### config.mk
export PLATFORM = sky130hd
export DESIGN_NAME = sat_engine_ctrl
export DESIGN_NICKNAME = d
export VERILOG_FILES = /design/src/rtl/sat_engine_ctrl.sv
export SDC_FILE = /design/constraint.sdc
export NUM_CORES = 1
export LEC_CHECK = 0
export ABC_AREA = 1
export CAP_MARGIN = 20
export CORE_MARGIN = 1
export CORE_UTILIZATION = 51
export CTS_CLUSTER_DIAMETER = 50
export DETAILED_ROUTE_END_ITERATION = 8
export PLACE_DENSITY = 0.85
export SLEW_MARGIN = 0
export SYNTH_ARGS = -nofsm -noshare
export SYNTH_HDL_FRONTEND = slang
export SYNTH_SLANG_ARGS = --single-unit
### constraint.sdc
create_clock -name clk -period 3.35 [get_ports clk]
set_input_delay 0.67 -clock clk [delete_from_list [all_inputs] [get_ports clk]]
set_output_delay 0.67 -clock clk [all_outputs]
set_load 0.005 [all_outputs]
### src/rtl/sat_engine_ctrl.sv
`default_nettype none
// ============================================================================
// Module   : sat_engine_ctrl
// Purpose  : Sequencing FSM for the Sat Engine variable state list: drives the
//            decide/imply/analyze/backtrack strobes and owns the decision level.
//            Optional analyze watchdog enabled by defining SAT_CTRL_WATCHDOG_EN.
// Revision : 1.0 - initial release
// ============================================================================
module sat_engine_ctrl #(
    parameter int WIDTH_LVL    = 16,
    parameter int IMPLY_SETTLE = 2,
    parameter int WIDTH_SETTLE = 2,
    parameter int ANALYZE_MAX  = 64
) (
    input  logic                 clk,
    input  logic                 rst,
    input  logic                 start_i,
    input  logic [WIDTH_LVL-1:0] load_lvl_i,
    output logic                 dec_req_o,
    input  logic                 dec_valid_i,
    input  logic                 dec_none_i,
    output logic                 apply_imply_o,
    input  logic                 find_imply_i,
    input  logic                 find_conflict_i,
    output logic                 apply_analyze_o,
    input  logic                 analyze_done_i,
    input  logic [WIDTH_LVL-1:0] max_lvl_i,
    output logic                 apply_bkt_o,
    output logic [WIDTH_LVL-1:0] bkt_lvl_o,
    output logic [WIDTH_LVL-1:0] cur_lvl_o,
    output logic                 done_o,
    output logic [1:0]           result_o,
    output logic                 busy_o
);

    typedef enum logic [2:0] {
        S_IDLE    = 3'd0,
        S_IMPLY   = 3'd1,
        S_DECIDE  = 3'd2,
        S_ANALYZE = 3'd3,
        S_BKT     = 3'd4,
        S_DONE    = 3'd5
    } state_t;

    localparam logic [1:0]              c_res_sat    = 2'b01;
    localparam logic [1:0]              c_res_unsat  = 2'b10;
    localparam logic [WIDTH_LVL-1:0]    c_lvl_max    = '1;
    localparam logic [WIDTH_SETTLE-1:0] c_quiet_last = WIDTH_SETTLE'(IMPLY_SETTLE - 1);

`ifdef SAT_CTRL_WATCHDOG_EN
    localparam logic [1:0]         c_res_wdog = 2'b11;
    localparam int                 c_ana_w    = $clog2(ANALYZE_MAX + 1);
    localparam logic [c_ana_w-1:0] c_ana_last = c_ana_w'(ANALYZE_MAX - 1);
    logic [c_ana_w-1:0]            r_ana_cnt;
`endif

    // Quiet counter must be able to count up to IMPLY_SETTLE-1.
    if (IMPLY_SETTLE < 1 || ANALYZE_MAX < 1 ||
        (1 << WIDTH_SETTLE) <= (IMPLY_SETTLE - 1)) begin : g_bad_cfg
        $error("sat_engine_ctrl: invalid parameter set");
    end

    state_t                  r_state;
    logic [WIDTH_SETTLE-1:0] r_quiet;
    logic [WIDTH_LVL-1:0]    r_cur_lvl;
    logic [WIDTH_LVL-1:0]    r_bkt_lvl;
    logic [1:0]              r_result;
    logic                    r_dec_req;
    logic                    r_imply;
    logic                    r_analyze;
    logic                    r_bkt;
    logic                    r_done;
    logic                    r_busy;

    // Strobes are registered from the state being entered, so each one is
    // high exactly while the FSM sits in its state.
    always_ff @(posedge clk or posedge rst) begin
        if (rst) begin
            r_state   <= S_IDLE;
            r_quiet   <= '0;
            r_cur_lvl <= '0;
            r_bkt_lvl <= '0;
            r_result  <= 2'b00;
            r_dec_req <= 1'b0;
            r_imply   <= 1'b0;
            r_analyze <= 1'b0;
            r_bkt     <= 1'b0;
            r_done    <= 1'b0;
            r_busy    <= 1'b0;
`ifdef SAT_CTRL_WATCHDOG_EN
            r_ana_cnt <= '0;
`endif
        end else begin
            r_dec_req <= 1'b0;
            r_imply   <= 1'b0;
            r_analyze <= 1'b0;
            r_bkt     <= 1'b0;
            r_done    <= 1'b0;
            r_busy    <= 1'b1;
            case (r_state)
                S_IDLE: begin
                    r_busy <= start_i;
                    if (start_i) begin
                        r_cur_lvl <= load_lvl_i;
                        r_result  <= 2'b00;
                        r_quiet   <= '0;
                        r_imply   <= 1'b1;
                        r_state   <= S_IMPLY;
                    end
                end
                S_IMPLY: begin
                    if (find_conflict_i && (r_cur_lvl == '0)) begin
                        r_result <= c_res_unsat;
                        r_done   <= 1'b1;
                        r_state  <= S_DONE;
                    end else if (find_conflict_i) begin
                        r_analyze <= 1'b1;
                        r_state   <= S_ANALYZE;
`ifdef SAT_CTRL_WATCHDOG_EN
                        r_ana_cnt <= '0;
`endif
                    end else if (find_imply_i) begin
                        r_quiet <= '0;
                        r_imply <= 1'b1;
                    end else if (r_quiet == c_quiet_last) begin
                        r_quiet   <= '0;
                        r_dec_req <= 1'b1;
                        r_state   <= S_DECIDE;
                    end else begin
                        r_quiet <= r_quiet + 1'b1;
                        r_imply <= 1'b1;
                    end
                end
                S_DECIDE: begin
                    if (dec_none_i) begin
                        r_result <= c_res_sat;
                        r_done   <= 1'b1;
                        r_state  <= S_DONE;
                    end else if (dec_valid_i) begin
                        if (r_cur_lvl != c_lvl_max) begin
                            r_cur_lvl <= r_cur_lvl + 1'b1;
                        end
                        r_quiet <= '0;
                        r_imply <= 1'b1;
                        r_state <= S_IMPLY;
                    end else begin
                        r_dec_req <= 1'b1;
                    end
                end
                S_ANALYZE: begin
                    if (analyze_done_i) begin
                        r_bkt_lvl <= max_lvl_i;
                        r_bkt     <= 1'b1;
                        r_state   <= S_BKT;
`ifdef SAT_CTRL_WATCHDOG_EN
                    end else if (r_ana_cnt == c_ana_last) begin
                        r_result <= c_res_wdog;
                        r_done   <= 1'b1;
                        r_state  <= S_DONE;
                    end else begin
                        r_ana_cnt <= r_ana_cnt + 1'b1;
                        r_analyze <= 1'b1;
                    end
`else
                    end else begin
                        r_analyze <= 1'b1;
                    end
`endif
                end
                S_BKT: begin
                    // A backtrack to level 0 is still issued; UNSAT shows up on
                    // the next conflict seen at level 0.
                    r_cur_lvl <= r_bkt_lvl;
                    r_quiet   <= '0;
                    r_imply   <= 1'b1;
                    r_state   <= S_IMPLY;
                end
                S_DONE: begin
                    r_busy  <= 1'b0;
                    r_state <= S_IDLE;
                end
                default: begin
                    r_busy  <= 1'b0;
                    r_state <= S_IDLE;
                end
            endcase
        end
    end

    assign dec_req_o       = r_dec_req;
    assign apply_imply_o   = r_imply;
    assign apply_analyze_o = r_analyze;
    assign apply_bkt_o     = r_bkt;
    assign bkt_lvl_o       = r_bkt_lvl;
    assign cur_lvl_o       = r_cur_lvl;
    assign done_o          = r_done;
    assign result_o        = r_result;
    assign busy_o          = r_busy;

endmodule
`default_nettype wire

Word level (Yosys, flattened, before mapping)
Index checks and enable logic that the tools add are counted.
{"block": "op_classes", "n_addsub": 2, "eq_ne": 18, "mux": 50, "n_reduce_logical": 12}
{"op": "16-bit 2-to-1 mux", "count": 4}
{"op": "16-bit case mux with 3 select lines", "count": 1}
{"op": "3-bit 2-to-1 mux", "count": 8}
{"op": "1-bit 2-to-1 mux", "count": 20}
{"op": "2-bit 2-to-1 mux", "count": 9}
{"op": "2-bit inequality test (second input constant)", "count": 9}
{"op": "16-bit by 1-bit adder with 16-bit output (second input constant)", "count": 1}
{"op": "16-bit zero test", "count": 1}
{"op": "16-bit inequality test (second input constant)", "count": 1}
{"op": "3-bit case mux with 5 select lines", "count": 1}
{"op": "5-bit AND reduction", "count": 2}
{"op": "4-bit inequality test (second input constant)", "count": 2}
{"op": "1-bit case mux with 2 select lines", "count": 4}
{"op": "2-bit case mux with 4 select lines", "count": 1}
{"op": "3-bit by 2-bit == test with 1-bit output (second input constant)", "count": 2}
{"op": "2-bit case mux with 3 select lines", "count": 1}
{"op": "6-bit AND reduction", "count": 1}
{"op": "3-bit nonzero test", "count": 2}
{"op": "1-bit case mux with 4 select lines", "count": 1}
{"op": "4-bit AND reduction", "count": 1}
{"op": "4-bit nonzero test", "count": 1}
{"op": "4-bit OR reduction", "count": 1}
{"op": "3-bit by 1-bit == test with 1-bit output (second input constant)", "count": 1}
{"op": "3-bit == test (second input constant)", "count": 1}
{"op": "other kinds (6)", "count": 6}
{"block": "word_totals", "ff_bits": 45, "output_inout_bits": 40}

Logic depth before layout (Yosys ltp)
Gate-level depths: netlist of run 1.
{"block": "depth", "word_depth": 6, "mapped_depth": 11}

Worst setup path after synthesis of run 1
No wires, ideal clock.
{"block": "synth_path", "path_type": "register to register", "startpoint": "reg r_cur_lvl[1], in the netlist cur_lvl_o[1]", "endpoint": "reg r_cur_lvl[11], in the netlist cur_lvl_o[11]", "setup_time_ps": 116, "t_arrival_ps": 1507, "required_time_ps": 3234, "slack_ps": 1726, "stages_incl_launch_ff": 10, "cell_sequence": "dfrtp_1 > ha_1 > nand3_2 > nor2_4 > nand4_2 > nor2_1 > nor2_2 > buf_4 > nand2_1 > nand2_1"}
{"block": "synth_via", "elab_chain_len": 5, "word_cells_on_any_way": 8, "cone_classes": "add/sub (1); eq/ne (2); mux (4); reduce/logical (1)"}
{"item": "from (decl)", "line_no": "65", "source": "logic [WIDTH_LVL-1:0] r_cur_lvl;"}
{"item": "from (signal assigned)", "line_no": "104", "source": "r_cur_lvl <= load_lvl_i;"}
{"item": "from (signal assigned)", "line_no": "141", "source": "r_cur_lvl <= r_cur_lvl + 1'b1;"}
{"item": "from (signal assigned)", "line_no": "173", "source": "r_cur_lvl <= r_bkt_lvl;"}
{"item": "16-bit by 1-bit adder with 16-bit output", "line_no": "141"}
{"item": "16-bit 2-to-1 mux", "line_no": "140", "source": "if (r_cur_lvl != c_lvl_max) begin"}
{"item": "16-bit 2-to-1 mux", "line_no": "139", "source": "end else if (dec_valid_i) begin"}
{"item": "16-bit 2-to-1 mux", "line_no": "135", "source": "if (dec_none_i) begin"}
{"item": "16-bit case mux with 3 select lines", "line_no": "100", "source": "case (r_state)"}
Parallel ways exist; a longest one is shown, timed or not. The select of a mux whose other input is x is not followed.
A chain may end at the register's enable or synchronous reset.

Worst setup path in the final report of run 1
{"block": "layout_path", "startpoint": "in start_i", "endpoint": "reg r_cur_lvl[2], in the netlist cur_lvl_o[2]"}
{"block": "layout_via", "elab_chain_len": 2}
{"item": "from (decl)", "line_no": "17", "source": "input logic start_i,"}
{"item": "2-bit inequality test (no line)"}
{"item": "5-bit AND reduction (no line)"}
No other way between the ends.

==> reports/metrics.yaml, run 1 <==
yosys:
  synth_area_leader_cell: "dfrtp_1"
  ys.flop_type: "dfrtp_1"
  synth_warnings: 0
  synth_common_cells: "nand2_1, dfrtp_1, inv_1, nor2_1, nand3_1"
  synth.avg_cell_area_um2: 6.649
  ys_ff_latch: 45
  ys_types: 31
  yosysMostFrequentCell: "nand2_1"
  synth-edff-count: 0
  synthArstFlopShare: 1.000
  synth_area_um2: 2713
  synth_nets: 450
  synth_top_area_share: 0.4151
  netlist_instances: 408
  ys_seq_area_frac: 0.4151
  synth_area_leaders: "dfrtp_1, nand2_1, inv_1, nand3_1, nor2_1"
clocking:
  postCtsSetupRepairBufs: 0
  cts_tree: "built"
  clkTransAtPathRegs_ps: 80
  post_cts_resized: 0
  hold_buffers: 0
  clock-sinks: 45
  cts_max_level: 2
  clockBufferDepth: 2
  cts_made_buffers: 5
  insertion_delay_ps: 290
  clock-root-buffer: "clkbuf_8"
power:
  p_leak_nw: 1.857
  ir_drop_uv: 386.7
  total_power_mw: 3.032
  p_per_area_nw_per_um2: 829.0
routing:
  vias_per_cell: 5.036
  firstDrtPassIters: 4
  drc: 0
  detail_route.wl_per_cell_um: 12.56
  wl_mm: 7.007
  vias: 2810
  drt.antenna.violating_nets: 0
  drt_iter0_drc: 277
grt:
  antenna_found_initial: 0
  grt_start_max_net_pins: 29
  grt_pass1_wl_mm: 11.71
  gr-total-overflow: 0
  grt_usage: 0.2728
  grt_pass1_vias: 2527
sta:
  hold_viol_final: 0
  rsz0062_at_grt: "false"
  slew_headroom: 0.5922
  slew_violations: 0
  hold_ws_ps: 482.1
  fin_skew_ps: 6.280
  post-route-min-period_ps: 2085
  max_freq_mhz: 479.7
  worstMarginPinSlew_ps: 607.9
  setup_tns_ps: 0
  setup_ws_ps: 1265
  period_share: 0.6223
  setup_viol: 0
finish:
  fin_nets: 529
  synthToLayoutAreaGrowth_pct: 34.82
  layout-drive-gt1-share: 0.05123
  layoutNonFillerInstCount: 558
  final_util: 0.7161
  postLayoutCellArea_um2: 3657
  nFillCells: 442
  n_antenna_cell: 0
critical_path:
  startpoint_type: "input port"
  cp.arrival_ps: 2320
  path_max_fanout: 14
  r2r_cells: 6
  crit_start: "start_i"
  r2r_slack_ps: 1360
  cp-end-kind: "flip-flop"
  r2r_end: "cur_lvl_o[0]"
  r2r-start: "cur_lvl_o[0]"
  cp-endpoint: "cur_lvl_o[2]"
  path_class: "input port to flip-flop"
  required_ps: 3590
floorplan:
  die-area_um2: 5615
  die_w_um: 74.93
  num_rows: 26
  start_util: 0.5311
  io_pins: 80
  core_um2: 5107
  die_height_um: 74.93
place:
  place_inst: 550
  dp_hpwl_mm: 5.335
  numPortBuffers: 79
  place_area_um2: 3556
  place_ws_ps: 1006
  place_congestion: 0.9056
run:
  maxCapViolations: 0
hold_path:
  min_path_type: "flip-flop to flip-flop"
status:
  outcome: "finished, final reports clean"
[routing by layer]
layer	wire, um	up-vias	part of all wire	GRT usage
li1	-	1425	-	-
met4	95	0	0.014	0.08386
met1	3197	1259	0.46	0.3896
met5	0	-	0	0
met2	3239	118	0.46	0.4194
met3	475	8	0.068	0.05355
[sequential cells by signal, indices dropped and copies added (netlist names)]
name	count
r_quiet	2
done_o	1
apply_imply_o	1
r_state	3
busy_o	1
bkt_lvl_o	16
cur_lvl_o	16
apply_analyze_o	1
result_o	2
apply_bkt_o	1
dec_req_o	1
[where the power goes]
part           switching, mW  internal, mW  leakage, nW
Clock                  0.181         0.187       0.0542
Combinational          0.860         0.732         1.23
Sequential             0.294         0.779        0.569
[worst min path at each step]
stage / start / to / depth (start not counted)
after floorplan: r_quiet[1] / r_quiet[1] / 2
final: result_o[1] / result_o[1] / 2
after global placement: result_o[1] / result_o[1] / 2
after CTS: result_o[1] / result_o[1] / 2
after global routing: result_o[0] / result_o[0] / 2
after detailed placement: result_o[1] / result_o[1] / 2
[cells by family (layout without fill, tap and decap cells)]
family,after synthesis,after routing,share of synthesized area
buffers and inverters,56,136,0.08441
AND/OR/NAND/NOR,273,273,0.4225
AO/OA/AOI/OAI,32,32,0.06873
flip-flops,45,45,0.4151
adder cells (fa/ha/maj),2,2,0.009224
[placed cells by master, fill, tap and decap left out, types with 4 or more instances in the layout]
cell type | Yosys | routed
clkbuf_8 | 0 | 7
nor2_1 | 35 | 35
dfrtp_1 | 45 | 45
clkdlybuf4s50_1 | 0 | 79
nand4_1 | 6 | 6
o21bai_1 | 4 | 4
nand2_1 | 189 | 189
a21oi_1 | 5 | 5
inv_1 | 43 | 42
nand3_1 | 30 | 30
o21ai_0 | 19 | 19
[worst max-delay path, stage by stage]
cell and delay [ps]:
clkdlybuf4s50_1 480, nor2_1 40, nand2_1 130, nand2_2 90, nor2_4 140, inv_1 60, nor2_2 460, nand2_1 150
nand2_1 100
[layout make-up]
class	instances	area, um^2	share of cell area
clock inverter	1	5.005	0.001368
timing repair buffer	81	805.8	0.2203
inverter	47	178.9	0.04892
sequential	45	1126	0.3079
clock buffer	7	96.34	0.02634
multi-input combinational	307	1358	0.3712
tap	70	87.58	0.02395
Power figures use the tool's default switching activity.
==> run 2: changes to the inputs <==
CORE_UTILIZATION = 43   (was 51)
PLACE_DENSITY = 0.77   (was 0.85)
clock period = 1.9 ns   (was 3.35 ns; I/O delays follow)
==> reports/metrics.yaml, run 2 (synthesis gave the netlist of run 1 again) <==
status:
  outcome: "finished, final reports clean"
critical_path:
  path_cells: "clkdlybuf4s50_1"
  startpoint_type: "flip-flop"
  slowest_delay_ps: 560
  critPathTopFamily: "buffers and inverters"
  path_class: "flip-flop to output pin"
  cp-end-kind: "output pin"
  path_max_fanout: 10
  r2r_end: "cur_lvl_o[15]"
  r2r_slack_ps: 180
  cp.arrival_ps: 1370
  required_ps: 1520
  path_buf_inv: 1
  r2r-start: "cur_lvl_o[0]"
  r2r_cells: 9
  cp_slowest_cell: "clkdlybuf4s50_1"
routing:
  vias: 2774
  drc: 0
  wl_mm: 7.017
  detail_route.wl_per_cell_um: 12.35
  vias_per_cell: 4.884
  drt.antenna.violating_nets: 0
  firstDrtPassIters: 5
  drt_iter0_drc: 192
hold_path:
  min_path_type: "input port to asynchronous set/reset pin"
finish:
  regArea_um2: 1126
  synthToLayoutAreaGrowth_pct: 38.05
  multi_input_area_um2: 1358
  fin_nets: 534
  mostFrequentLayoutCell: "nand2_1"
  nFillCells: 556
  layout-drive-gt1-share: 0.06085
  layout_common_cells: "nand2_1, clkdlybuf4s50_1, dfrtp_1"
  n_antenna_cell: 0
  final_util: 0.6251
sta:
  post-route-min-period_ps: 1753
  max_freq_mhz: 570.6
  setup_viol: 0
  setup_tns_ps: 0
  rsz0062_at_grt: "false"
  period_share: 0.9224
  worstMarginPinSlew_ps: 645.7
  slew_headroom: 0.5669
  hold_viol_final: 0
  slew_violations: 0
  fin_skew_ps: 7.192
clocking:
  postCtsSetupRepairBufs: 0
  cts_made_buffers: 5
  clock-sinks: 45
  clkTransAtPathRegs_ps: 90
  cts_max_level: 2
  clock-root-buffer: "clkbuf_8"
  cts_tree: "built"
  post_cts_resized: 0
  hold_buffers: 0
  insertion_delay_ps: 300
  clockBufferDepth: 2
grt:
  grt_start_max_net_pins: 29
  gr-total-overflow: 0
  grt_pass1_wl_mm: 11.70
  antenna_found_initial: 0
  grt_pass1_vias: 2616
  grt_usage: 0.2329
place:
  numPortBuffers: 79
  dp_hpwl_mm: 5.435
  place_congestion: 0.8980
power:
  p_per_area_nw_per_um2: 1483
  ir_drop_uv: 614.6
  p_leak_nw: 1.894
run:
  maxCapViolations: 0
floorplan:
  io_pins: 80
  die_w_um: 81.43
  die_height_um: 81.43
  die-area_um2: 6630
  core_um2: 5991
  start_util: 0.4528
  num_rows: 28
-- run 2: per-stage QoR --
step	hold slack (ps)	power, mW	area [um^2]	worst slack, ps	std cells
final	392.8	5.555	3745	147.4	568
after global routing	428.5	6.062	3745	72.39	568
after CTS	407.9	5.568	3745	141.3	568
after detailed placement	466.4	4.791	3625	140.8	560
after global placement	455.6	4.716	3625	158.4	560
after floorplan	441.9	3.480	2713	276.4	408
-- run 2: area by class of cell --
type | count | area share
Sequential cell | 45 | 0.3007
Clock buffer | 6 | 0.02205
Clock inverter | 2 | 0.01002
Tap cell | 75 | 0.02506
Multi-Input combinational cell | 307 | 0.3625
Timing Repair Buffer | 86 | 0.2319
Inverter | 47 | 0.04778
-- run 2: where the power goes --
| part | switching, mW | leakage, nW | internal [mW] |
|---|---|---|---|
| clock network | 0.324 | 0.0574 | 0.427 |
| logic | 1.52 | 1.27 | 1.39 |
| registers | 0.515 | 0.569 | 1.37 |
-- run 2: metal layers --
metal  GRT usage  vias to the layer above  part of all wire
li1            -                     1442                 -
met1      0.3150                     1230              0.48
met2      0.3617                       91              0.45
met3     0.04556                       11             0.055
met4      0.1000                        0             0.020
met5           0                        -                 0
-- run 2: worst max path at each step --
stage / from / end / cells after the start
after CTS: cur_lvl_o[5] / cur_lvl_o[5] / 1
after global placement: start_i / cur_lvl_o[14] / 10
after detailed placement: start_i / cur_lvl_o[15] / 10
after floorplan: cur_lvl_o[1] / cur_lvl_o[11] / 9
final: cur_lvl_o[5] / cur_lvl_o[5] / 1
after global routing: cur_lvl_o[0] / r_quiet[1] / 8
==> patch 1, RTL diff (flow settings as in run 1) <==
Register the input `load_lvl_i` before use, with the module's reset. The logic sees it one clock later. The other inputs are not delayed to match.
--- a/src/rtl/sat_engine_ctrl.sv
+++ b/src/rtl/sat_engine_ctrl.sv
@@ -47,6 +47,16 @@
     localparam logic [WIDTH_LVL-1:0]    c_lvl_max    = '1;
     localparam logic [WIDTH_SETTLE-1:0] c_quiet_last = WIDTH_SETTLE'(IMPLY_SETTLE - 1);
 
+    logic [WIDTH_LVL-1:0] load_lvl_q;
+
+    always_ff @(posedge clk or posedge rst) begin
+        if (rst) begin
+            load_lvl_q <= '0;
+        end else begin
+            load_lvl_q <= load_lvl_i;
+        end
+    end
+
 `ifdef SAT_CTRL_WATCHDOG_EN
     localparam logic [1:0]         c_res_wdog = 2'b11;
     localparam int                 c_ana_w    = $clog2(ANALYZE_MAX + 1);
@@ -101,7 +111,7 @@
                 S_IDLE: begin
                     r_busy <= start_i;
                     if (start_i) begin
-                        r_cur_lvl <= load_lvl_i;
+                        r_cur_lvl <= load_lvl_q;
                         r_result  <= 2'b00;
                         r_quiet   <= '0;
                         r_imply   <= 1'b1;
Function: changed (a bounded check fails within 4 cycles, from zero or initial values and one cycle with rst high).
==> patch 1 against run 1 <==
- synthesized cell count is 3.7% lower
- design area rose by 12%
- sequential cell count increased by 16
- largest power group unchanged
- power increased by 20%
- area after synthesis rose by 11%
- count of clock-buffer cells in the layout up 5
- wire length grew 4.3%
- worst setup slack better by 0.018 ns
==> patch 1: results (changes against run 1) <==
Leak 0.00201 uW (was 0.00186 uW); worst slew pin tran 0.732 ns (was 0.608 ns); pre-CTS setup slack 1.10 ns (was 1.01 ns); Post-Synth Adder-Cell Area 0.829% (was 0.923%); largest net degree at the start of global routing 62 (was 29); hold slack final 0.470 ns (was 0.482 ns); critical path's top delay family buffers and inverters (was simple AND/OR/NAND/NOR gates); vias 2831 (was 2810); first-pass GRT wire length 12100 um (was 11700 um); vias in the first global route 2680 (was 2527); Starting DRT DRC Count 182 (was 277); syn avg cell area 7.68 um^2 (was 6.65 um^2); HPWL after DPL 5330 um (was 5340 um); top post-synthesis cells by area dfrtp_1 (51%), nand2_1 (19%), nand3_1 (6.6%) (was dfrtp_1 (42%), nand2_1 (26%), inv_1 (6.0%)); WL per Instance 13.2 um (was 12.6 um); GPL Wtd Cong 0.956 (was 0.906); Syn Nets 435 (was 450); H-Tree Depth 3 (was 2); reg2reg path depth 7 (was 6); FF-to-FF End bkt_lvl_o[0] (was cur_lvl_o[0]); fillers 476 (was 442); Area after DPL 3860 um^2 (was 3560 um^2); sequential share of the synthesized area 50.6% (was 41.5%); total CTS buffers 9 (was 5); status finished clean (unchanged); clk_lat worst skew 0.35 ns (was 0.29 ns); crit-path max cell delay 0.57 ns (was 0.48 ns); Layout Nets 519 (was 529); gr usage total 25.6% (was 27.3%); WP data arrival 1.40 ns (was 2.32 ns); Synth Area in XOR/XNOR 0.290% (was 0%); largest fanout on the critical path 7 (was 14); Reg2Reg Setup Slack 1.54 ns (was 1.36 ns); share of layout cells above drive strength 1 7.47% (was 5.12%); post-synthesis compound-gate area fraction 7.38% (was 6.87%); Post-synth top cells nand2_1 (151), dfrtp_1 (61), inv_1 (44), nand3_1 (40), nor2_1 (23) (was nand2_1 (189), dfrtp_1 (45), inv_1 (43), nor2_1 (35), nand3_1 (30)); # placed instances 538 (was 550)
[patch 1: cell count changes in the layout (fill, tap and decap cells not counted), sizes merged, moves of 4 or more]
cell and change:
nand3 +10, clkbuf +5, a21oi +4, o21ai +7
nor2 -9, o21bai -4, dfrtp +16, nand2 -38
[patch 1: logic make-up (layout without fill, tap and decap cells)]
family,Yosys count,after routing
compound gates,40,40
xor+xnor,1,1
fa+ha+maj,2,2
buf+inv,55,144
flops,61,61
simple gates,234,234
[patch 1: report_power, final]
part | internal [uW] | switching, uW
registers | 986 | 258
logic | 731 | 866
clock network | 514 | 279
total | 2230 | 1400
[patch 1: worst max path at each step]
stage	end	startpoint	cells after the start	slack (ns)
global route	cur_lvl_o[6]	cur_lvl_o[6]	1	1.24
CTS	cur_lvl_o[6]	cur_lvl_o[6]	1	1.28
finish	cur_lvl_o[6]	cur_lvl_o[6]	1	1.28
global placement	cur_lvl_o[13]	start_i	8	1.18
detailed placement	cur_lvl_o[9]	start_i	9	1.10
floorplan	apply_analyze_o	rst	1	1.17
[patch 1: tightest hold or removal path, delay by kind of cell, from the launching register on]
| family | cells | cell delay [ns] |
|---|---|---|
| and+or+nand+nor | 2 | 0.10 |
| DFF | 1 | 0.34 |
[patch 1: area by class of cell]
cell class	count	area [um^2]	area share (%)
clock inverters	4	95.1	2.32
well taps	72	90.1	2.20
flip-flops and latches	61	1530	37.2
multi-input cells	277	1260	30.7
inverters	47	179	4.37
clock buffers	12	145	3.54
repair buffers	81	806	19.7
[patch 1: routing by layer]
layer	part of all wire (%)	GRT usage, %	vias up
li1	-	-	1409
met2	46	42.2	115
met1	43	30.8	1288
met5	0	0	-
met3	8.0	7.93	19
met4	2.8	11.8	0
==> patch 2, RTL diff (flow settings as in run 1) <==
Made on the original files. Add a define of `SAT_CTRL_WATCHDOG_EN`.
--- a/src/rtl/sat_engine_ctrl.sv
+++ b/src/rtl/sat_engine_ctrl.sv
@@ -6,6 +6,8 @@
 //            Optional analyze watchdog enabled by defining SAT_CTRL_WATCHDOG_EN.
 // Revision : 1.0 - initial release
 // ============================================================================
+`define SAT_CTRL_WATCHDOG_EN
+
 module sat_engine_ctrl #(
     parameter int WIDTH_LVL    = 16,
     parameter int IMPLY_SETTLE = 2,
Formal check against the unedited RTL: same outputs for any inputs over 4 cycles, from zero or initial values and one cycle with rst high; that may be too few to reach the edited logic, so the function may still have changed.
==> patch 2 against run 1 <==
- sequential cell count rose by 7
- power rose by 13%
- combinational power rose by 12%
- wire length rose by 24%
- count of clock-buffer cells in the layout fell by 1
- hold slack got worse by 0.0023 ns
- worst setup slack improved by 0.017 ns
- first-iteration DRC count rose by 22%
- design area rose by 13%
- area after synthesis rose by 16%
- critical path type unchanged
- largest power group unchanged
==> patch 2: results (changes against run 1) <==
Syn Nets 508 (was 450); diodes inserted 0 (unchanged); Worst-path clk slew 0.10 ns (was 0.08 ns); count of different cell masters after synthesis 29 (was 31); clk_lat worst skew 0.31 ns (was 0.29 ns); Synth Area in XOR/XNOR 0.278% (was 0%); initial antenna violation count 0 (unchanged); largest net degree at the start of global routing 25 (was 29); DRT met1 WL 3890 um (was 3200 um); Pre-antenna DRT Iters 5 (was 4); PortBufs 79 (unchanged); skew final 0.00446 ns (was 0.00628 ns); Hold Crit Class flop to flop (unchanged); vias in the first global route 3006 (was 2527); worst r2r src r_state[0] (was cur_lvl_o[0]); GPL Wtd Cong 0.923 (was 0.906); final wirelength 8680 um (was 7010 um); sequential share of the synthesized area 41.3% (was 41.5%); Psw 1520 uW (was 1330 uW); met2 WL post-DR 4150 um (was 3240 um); post-synthesis compound-gate area fraction 7.23% (was 6.87%); HPWL after DPL 6640 um (was 5340 um); Layout Nets 588 (was 529); HP Start result_o[1] (unchanged); gr usage total 28.5% (was 27.3%); hold slack final 0.480 ns (was 0.482 ns); WL met3 530 um (was 475 um); GR Util met3 5.11% (was 5.35%); vias per inst 5.39 (was 5.04); Gate power share 52.0% (was 52.5%); Post-synth top cells nand2_1 (176), nand3_1 (60), inv_1 (58), dfrtp_1 (52), nor2_1 (35) (was nand2_1 (189), dfrtp_1 (45), inv_1 (43), nor2_1 (35), nand3_1 (30)); FF-to-FF End r_state[0] (was cur_lvl_o[0]); power of the sequential group 1180 uW (was 1070 uW); Post-Synth Adder-Cell Area 1.19% (was 0.923%); largest fanout on the critical path 13 (was 14); fillers 510 (was 442); status finished clean (unchanged); Starting DRT DRC Count 339 (was 277); reg2reg path depth 9 (was 6); worst slew pin tran 0.510 ns (was 0.608 ns); Leak 0.00207 uW (was 0.00186 uW); Post-CTS Hold Buffers 0 (unchanged); Worst VDD drop 0.448 mV (was 0.387 mV); met2 Usage GRT 46.4% (was 41.9%); WHS Endpoint result_o[1] (unchanged); top post-synthesis cells by area dfrtp_1 (41%), nand2_1 (21%), nand3_1 (9.5%) (was dfrtp_1 (42%), nand2_1 (26%), inv_1 (6.0%)); met1 Usage GRT 39.0% (about the same); first-pass GRT wire length 14200 um (was 11700 um); share of layout cells above drive strength 1 5.13% (was 5.12%); mux cell area share after synthesis 0% (unchanged); post-cts sizing count 0 (unchanged); Reg2Reg Setup Slack 1.37 ns; WP data arrival 2.26 ns (was 2.32 ns)
## patch 2: cell count changes after synthesis, sizes merged, moves of 2 or more
cell    delta
clkbuf     -2
nand3     +29
nand2      -8
o21bai     -4
dfrtp      +7
a21oi      +3
o21ai      +7
inv       +15
nand4      +3
## patch 2: worst max-delay path, stage by stage
cell             delay [ns]
clkdlybuf4s50_1        0.50
nor2_1                 0.07
inv_1                  0.38
o21ai_0                0.21
nor2_1                 0.16
nand2_1                0.11
nand2_1                0.07
o21ai_0                0.08
## patch 2: cell type report
| cell class | instances | area (um^2) | share of cell area, % |
|---|---|---|---|
| Sequential cell | 52 | 1300 | 31.6 |
| Timing Repair Buffer | 81 | 806 | 19.6 |
| Clock inverter | 2 | 38.8 | 0.941 |
| Tap cell | 75 | 93.8 | 2.28 |
| Multi-Input combinational cell | 343 | 1570 | 38.0 |
| Clock buffer | 6 | 82.6 | 2.00 |
| Inverter | 62 | 233 | 5.65 |
## patch 2: metrics by stage
stage          total power, uW  setup WS [ns]  util [%]  cells  instance area, um^2
4_1_cts                   3410           1.32      69.2    621                 4120
6_report                  3420           1.28      69.2    621                 4120
3_5_place_dp              2940           1.02      67.1    613                 4000
3_3_place_gp              2890           1.13      67.1    613                 4000
5_1_grt                   3700           1.15      69.2    621                 4120
2_1_floorplan             2180           1.42         -    465                 3150
## patch 2: worst max-delay path by stage
stage	to	start	slack (ns)	depth (start not counted)
3_5_place_dp	r_state[0]	start_i	1.02	8
5_1_grt	r_state[0]	start_i	1.15	8
3_3_place_gp	r_state[0]	start_i	1.13	8
4_1_cts	cur_lvl_o[7]	cur_lvl_o[7]	1.32	1
6_report	r_state[0]	start_i	1.28	8
2_1_floorplan	apply_analyze_o	rst	1.42	1
